--- src/rtl/activation_pkg.sv ---
// Shared constants for the activation datapath and its schedulers.
// Latency: n/a (constants only).
// Backpressure: n/a.
//
// Fixed-point format used throughout the activation path: signed 16-bit
// with 11 fraction bits (Q4.11). ONE_HALF is sigmoid(0) in that format.
package activation_pkg;

   localparam int                    BITSIZE   = 16;
   localparam int                    FRAC_BITS = 11;
   localparam logic [BITSIZE-1:0]    ONE_HALF  = 16'h0400;

   // Default pipeline depth of the shared sigmoid unit, data in to data out.
   localparam int                    SIG_LAT   = 2;

endpackage

--- src/rtl/sigmoid_share_sched_rr_arbiter.sv ---
// Round-robin arbiter: picks one requester starting after the last winner.
// Latency: combinational grant; pointer updates on the accepting edge.
// Backpressure: no grant while en is low or reset is high; a requester that
// drops its request without being accepted leaves the pointer untouched.
//
// Ports:
//   clk, reset  - clock, asynchronous active-high reset
//   en          - grant enable
//   advance     - a handshake happens at the coming edge; move the pointer
//   req[N]      - request vector
//   grant[N]    - one-hot grant (all zero when nothing wins)
module rr_arbiter #(
   parameter int N = 4
) (
   input  logic         clk,
   input  logic         reset,
   input  logic         en,
   input  logic         advance,
   input  logic [N-1:0] req,
   output logic [N-1:0] grant
);

   localparam int PW = $clog2(N);

   logic [PW-1:0] r_last;
   logic [N-1:0]  w_grant;
   logic [PW-1:0] w_win;
   logic [PW-1:0] w_idx;
   logic          w_found;

   // Walk the ring starting one past the previous winner; the first active
   // request seen wins. The modulo keeps non-power-of-two N on the ring.
   always_comb begin
      w_grant = '0;
      w_win   = '0;
      w_idx   = '0;
      w_found = 1'b0;
      for (int k = 0; k < N; k++) begin
         w_idx = PW'((int'(r_last) + 1 + k) % N);
         if (!w_found && req[w_idx]) begin
            w_grant[w_idx] = 1'b1;
            w_win          = w_idx;
            w_found        = 1'b1;
         end
      end
   end

   assign grant = (en && !reset) ? w_grant : '0;

   // Resetting to N-1 makes requester 0 the first in line.
   always_ff @(posedge clk or posedge reset) begin
      if (reset) begin
         r_last <= PW'(N - 1);
      end else if (advance && en) begin
         r_last <= w_win;
      end
   end

endmodule

--- src/rtl/sigmoid_share_sched.sv ---
// Shares one pipelined sigmoid unit among NREQ requesters, round-robin.
// Latency: accept at edge k -> result on the broadcast bus after edge k+LAT.
// Backpressure: one grant per cycle via req_ready; no result backpressure.
//
// Ports:
//   clk, reset   - clock, asynchronous active-high reset (shared with the
//                  sigmoid unit)
//   en           - grant enable; in-flight samples drain regardless
//   req_valid    - per-requester sample valid
//   req_data     - per-requester sample, requester i at [i*BITSIZE +: BITSIZE]
//   req_ready    - one-hot accept
//   sig_in       - issue register, feeds the sigmoid unit data input
//   sig_out      - sigmoid unit data output
//   res_valid    - one-cycle result strobe per accepted sample
//   res_id       - requester that owns the result
//   res_data     - result value, zero whenever res_valid is low
//   busy         - any sample between issue and result
module sigmoid_share_sched
   import activation_pkg::*;
#(
   parameter int BITSIZE = activation_pkg::BITSIZE,
   parameter int NREQ    = 4,
   parameter int LAT     = SIG_LAT,
   parameter int IDW     = 2
) (
   input  logic                    clk,
   input  logic                    reset,
   input  logic                    en,
   input  logic [NREQ-1:0]         req_valid,
   input  logic [NREQ*BITSIZE-1:0] req_data,
   output logic [NREQ-1:0]         req_ready,
   output logic [BITSIZE-1:0]      sig_in,
   input  logic [BITSIZE-1:0]      sig_out,
   output logic                    res_valid,
   output logic [IDW-1:0]          res_id,
   output logic [BITSIZE-1:0]      res_data,
   output logic                    busy
);

   logic [NREQ-1:0]         w_grant;
   logic                    w_hs;
   logic [IDW-1:0]          w_sel;
   logic [BITSIZE-1:0]      w_data;

   logic                    r_iss_v;
   logic [IDW-1:0]          r_iss_id;
   logic [BITSIZE-1:0]      r_iss_dat;

   // Tag stage s holds the ID of the sample that is s+1 edges into the
   // sigmoid unit; the last stage lines up with sig_out.
   logic [LAT-1:0]          r_tag_v;
   logic [LAT-1:0][IDW-1:0] r_tag_id;

   rr_arbiter #(
      .N       (NREQ)
   ) u_arb (
      .clk     (clk),
      .reset   (reset),
      .en      (en),
      .advance (w_hs),
      .req     (req_valid),
      .grant   (w_grant)
   );

   assign req_ready = w_grant;

   // The grant only ever covers a valid request, but qualifying with
   // req_valid keeps the handshake definition self-evident.
   assign w_hs = |(req_valid & w_grant);

   always_comb begin
      w_sel = '0;
      for (int i = 0; i < NREQ; i++) begin
         if (w_grant[i]) begin
            w_sel = IDW'(i);
         end
      end
   end

   assign w_data = req_data[int'(w_sel)*BITSIZE +: BITSIZE];

   // Issue register: the data holds on idle edges so sig_in stays quiet;
   // only the valid bit drops.
   always_ff @(posedge clk or posedge reset) begin
      if (reset) begin
         r_iss_v   <= 1'b0;
         r_iss_id  <= '0;
         r_iss_dat <= '0;
      end else begin
         r_iss_v <= w_hs;
         if (w_hs) begin
            r_iss_id  <= w_sel;
            r_iss_dat <= w_data;
         end
      end
   end

   assign sig_in = r_iss_dat;

   // Free-running shift; the sigmoid unit never stalls, so neither does
   // the tag that shadows it.
   always_ff @(posedge clk or posedge reset) begin
      if (reset) begin
         r_tag_v  <= '0;
         r_tag_id <= '0;
      end else begin
         r_tag_v[0]  <= r_iss_v;
         r_tag_id[0] <= r_iss_id;
         for (int s = 1; s < LAT; s++) begin
            r_tag_v[s]  <= r_tag_v[s-1];
            r_tag_id[s] <= r_tag_id[s-1];
         end
      end
   end

   assign res_valid = r_tag_v[LAT-1];
   assign res_id    = r_tag_id[LAT-1];
   assign res_data  = res_valid ? sig_out : '0;
   assign busy      = r_iss_v | (|r_tag_v);

endmodule

--- config.mk ---
export PLATFORM = sky130hd
export DESIGN_NAME = sigmoid_share_sched
export DESIGN_NICKNAME = d
export VERILOG_FILES = /design/src/rtl/activation_pkg.sv /design/src/rtl/sigmoid_share_sched_rr_arbiter.sv /design/src/rtl/sigmoid_share_sched.sv
export SDC_FILE = /design/constraint.sdc
export NUM_CORES = 1
export LEC_CHECK = 0
export CAP_MARGIN = 20
export CORE_ASPECT_RATIO = 0.6
export CORE_MARGIN = 2
export CORE_UTILIZATION = 37
export CTS_CLUSTER_SIZE = 16
export DETAILED_ROUTE_END_ITERATION = 10
export GPL_TIMING_DRIVEN = 0
export PLACE_DENSITY = 0.82
export SYNTH_ARGS = -nofsm -noshare
export SYNTH_HDL_FRONTEND = slang
export SYNTH_SLANG_ARGS = --single-unit
--- constraint.sdc ---
create_clock -name clk -period 4 [get_ports clk]
set_input_delay 1 -clock clk [delete_from_list [all_inputs] [get_ports clk]]
set_output_delay 1 -clock clk [all_outputs]
set_load 0.02 [all_outputs]
==> summary.txt <==
Critical path
  – Crit end category: primary output
  – Data arrival, critical path: a little under 3 ns
  – Crit path max fanout: 10
  – CP Data Required Time: approximately 3.0 ns
  – FF-to-FF Start: u_arb.r_last[0]
  – CP startpoint kind: flip-flop
  – WS Path Type: flip-flop to primary output
  – Worst Setup SP: u_arb.r_last[0]

STA
  – Peak Freq: ~0.26 GHz
  – Max Slew Vio Count: 0
  – Setup violators final: 0
  – Final TNS setup: 0 ns
  – Headroom to the max-slew limit: about three fifths
  – Fin crit share: a little over nine tenths
  – Hold Violations, Final: 0
  – Layout Skew: 0.006049 ns
  – Tmin final: 3.887 ns
  – Worst-Margin Slew: roughly 0.62 ns

Logic synthesis
  – Mapped Cells: 210
  – Seq/Total Area, Yosys: a little over a third
  – Ys Warns: 0
  – Synth Cell Area: 1953 µm²
  – Synth cell types: 44
  – Synthesized area per cell: just over 9 µm²
  – Synth Net Count: between 300 and 400
  – Synthesis-stage register bit count: 27

Power
  – Leak Pwr: approximately 1.4 nW
  – Pint: 1.309 mW
  – Cell Pwr Density: between 600 and 700 nW/µm²
  – Flop pwr share: between 20 and 25%
  – Overall power: between 2 and 2.5 mW
  – Sw frac: 44.68%
  – Clock power share: under 10%
  – IR drop worst, VDD: roughly 0.32 mV
  – Sw power: 1.057 mW
  – Combinational Power Share: about 73%

Cells and area
  – FF/Latch Area: between 600 and 700 µm²
  – Area Growth Syn to Fin: 78.86%
  – N_diodes: 0
  – Area of the multi-input gates: ~1200 µm²
  – Final #Nets: roughly 440
  – Layout cells sized above 1: between 10% and 20%
  – Fillers: roughly 400

Clock network
  – H-tree levels: 1
  – Clock Pin Slew Worst Setup and Hold Paths: ~0.090 ns
  – Root Buffer Master: clkbuf_8
  – Clock tree buffer depth: 2
  – Clock sink count: 27
  – Num CTS Buffers: 3
  – Hold_buf cts: 0
  – Clock Latency Late Sink: about 0.28 ns
  – TritonCTS clock tree: yes

Floorplan
  – Die X: 97.80 µm
  – Die area: 5895 µm²
  – Starting Density: between 30 and 40%
  – I/O pin cnt: about 130
  – Std-Cell Rows: 20
  – Floorplan Core Area: approximately 5100 µm²
  – Die H: roughly 60 µm

Drt
  – DRC viols: 0
  – Vias: 2268
  – Iter 0 DRT Violations: about 160
  – TritonRoute pass-1 iters: 5
  – Routed WL per cell: roughly 16 µm
  – Final WL: 6783 µm
  – Via density: roughly 5.5
  – Routed Antenna Nets: 0

Worst hold path
  – Hold crit path type: flip-flop to flip-flop
  – Worst hold start: r_tag_id[1]

Job
  – Max Cap Viol: 0

Place
  – Final GP Congestion: between 0.9 and 1
  – HPWL after detailed placement: 5367 µm
  – I/O Buffers: ~130

Global route
  – Vias in the first global route: approximately 2100
  – Antenna violations before repair: 0
  – Largest net degree at the start of global routing: 17
  – GRT Overall Usage: between 20 and 25%
  – Grt ovf: 0
  – Global-route wire length before repair: roughly 10000 µm

Run status
  – Outcome: completed
[repair_timing]
action                                  CTS  global route
gates resized for setup                  25            20
setup buffers                             5             5
endpoints found under the setup margin    4             4
pin swaps                                 1             4
cloned                                    1             0
[cell usage after synthesis (all sizes together)]
cell type  instances  area share (%)
ha                 6             3.8
or3                4             1.8
nor3               9             2.3
nand2b             4             1.3
o31a               1            0.51
mux2i              3             1.5
nor2b              1            0.32
nor2              27             5.2
a222oi            15             7.7
a22oi              2             1.0
or2                1            0.32
nor4               1             1.1
dfstp              2             2.7
inv                7             1.3
a41oi              1            0.45
o31ai              4             2.2
mux4               2             2.3
nand2             25             4.8
a211oi             3             1.4
a2111o             1            0.58
xnor2              1            0.45
nand4              1            0.32
a21oi              5             1.5
or4                1            0.58
o311a              3             1.5
clkbuf             3            0.58
and2              17             5.4
o211ai             1            0.64
nor3b              2             1.6
buf               11             4.7
o32ai              2            0.90
dfrtp             25              32
o21ai              1            0.26
a31oi             15             4.8
mux2               3             1.9
[final timing paths]
kind	depth (start not counted)	endpoint	slack, ns
setup reg to reg	12	sig_in[12]	0.62
setup / recovery	10	req_ready[3]	0.11
hold reg to reg	0	res_id[1]	0.36
min in group asynchronous	2	sig_in[7]	1.17
hold / removal	0	res_id[1]	0.36
max in group asynchronous	2	sig_in[13]	2.41
[power groups by stage]
stage	clock network (mW)	registers, mW	logic [mW]
final	0.159	0.490	1.72
after global routing	0.173	0.511	1.86
after CTS	0.160	0.492	1.62
after detailed placement	0	0.498	1.52
after global placement	0	0.489	1.51
after floorplan	0	0.591	0.849
[final cells by class]
class	instances	area share, %
Multi-Input combinational cell	162	35.10
Inverter	7	0.9670
Clock inverter	1	0.2149
Sequential cell	27	19.41
Timing Repair Buffer	135	37.21
Tap cell	66	2.364
Buffer	14	3.403
Timing Repair inverter	1	0.1433
Clock buffer	3	1.182
[registers in the layout, indices dropped and copies added (netlist names)]
signal        flops
res_id            2
r_tag_id          2
u_arb.r_last      2
r_iss_id          2
sig_in           16
r_tag_v           2
r_iss_v           1
[placed cells by master (no fill, tap or decap), types with 4 or more instances in the layout]
cell type        count
nor3_1               7
nand2b_1             4
clkdlybuf4s50_1    118
a222oi_1            15
ha_1                 4
inv_1                5
nor2_1              27
buf_4               16
and2_1              17
dfrtp_1             25
a31oi_1             15
nand2_1             24
[logic make-up (layout without fill, tap and decap cells)]
group	count (synthesis)	count (layout)	synth area share (%)
and+or+nand+nor	93	93	25.05
muxes	8	8	5.765
buffers and inverters	21	161	6.663
DFF	27	27	34.72
AOI/OAI and AO/OA	54	54	23.51
xor gates and xnor gates	1	1	0.4485
adders and majority gates	6	6	3.844
[stage by stage]
step,setup slack (ns),instance area (µm²),hold slack [ns],cells,util (%)
after floorplan,0.3995,1953,0.3312,210,-
after global placement,-0.8318,3287,0.3349,401,64.70
final,0.1127,3493,0.3579,416,68.77
after CTS,-0.09348,3410,0.3612,411,67.12
after global routing,-0.009713,3493,0.3785,416,68.77
after detailed placement,-0.8554,3287,0.3395,401,64.70
[per-layer routing]
metal / GRT usage [%] / vias to the layer above / wire length, µm
li1: - / 1071 / -
met4: 4.563 / 0 / 58
met1: 27.93 / 1068 / 2730
met2: 40.10 / 123 / 3208
met5: 0 / - / 0
met3: 8.889 / 6 / 784
[critical path, stage by stage (launching register included)]
cell and delay (ns):
dfstp_2 0.58, buf_8 0.13, clkinvlp_4 0.10, ha_4 0.17, or2_2 0.31, or4_4 0.56
nor3_4 0.15, o31a_2 0.18, buf_8 0.14, buf_8 0.13, buf_4 0.14
No activity file was read; power rests on OpenSTA's default activity.
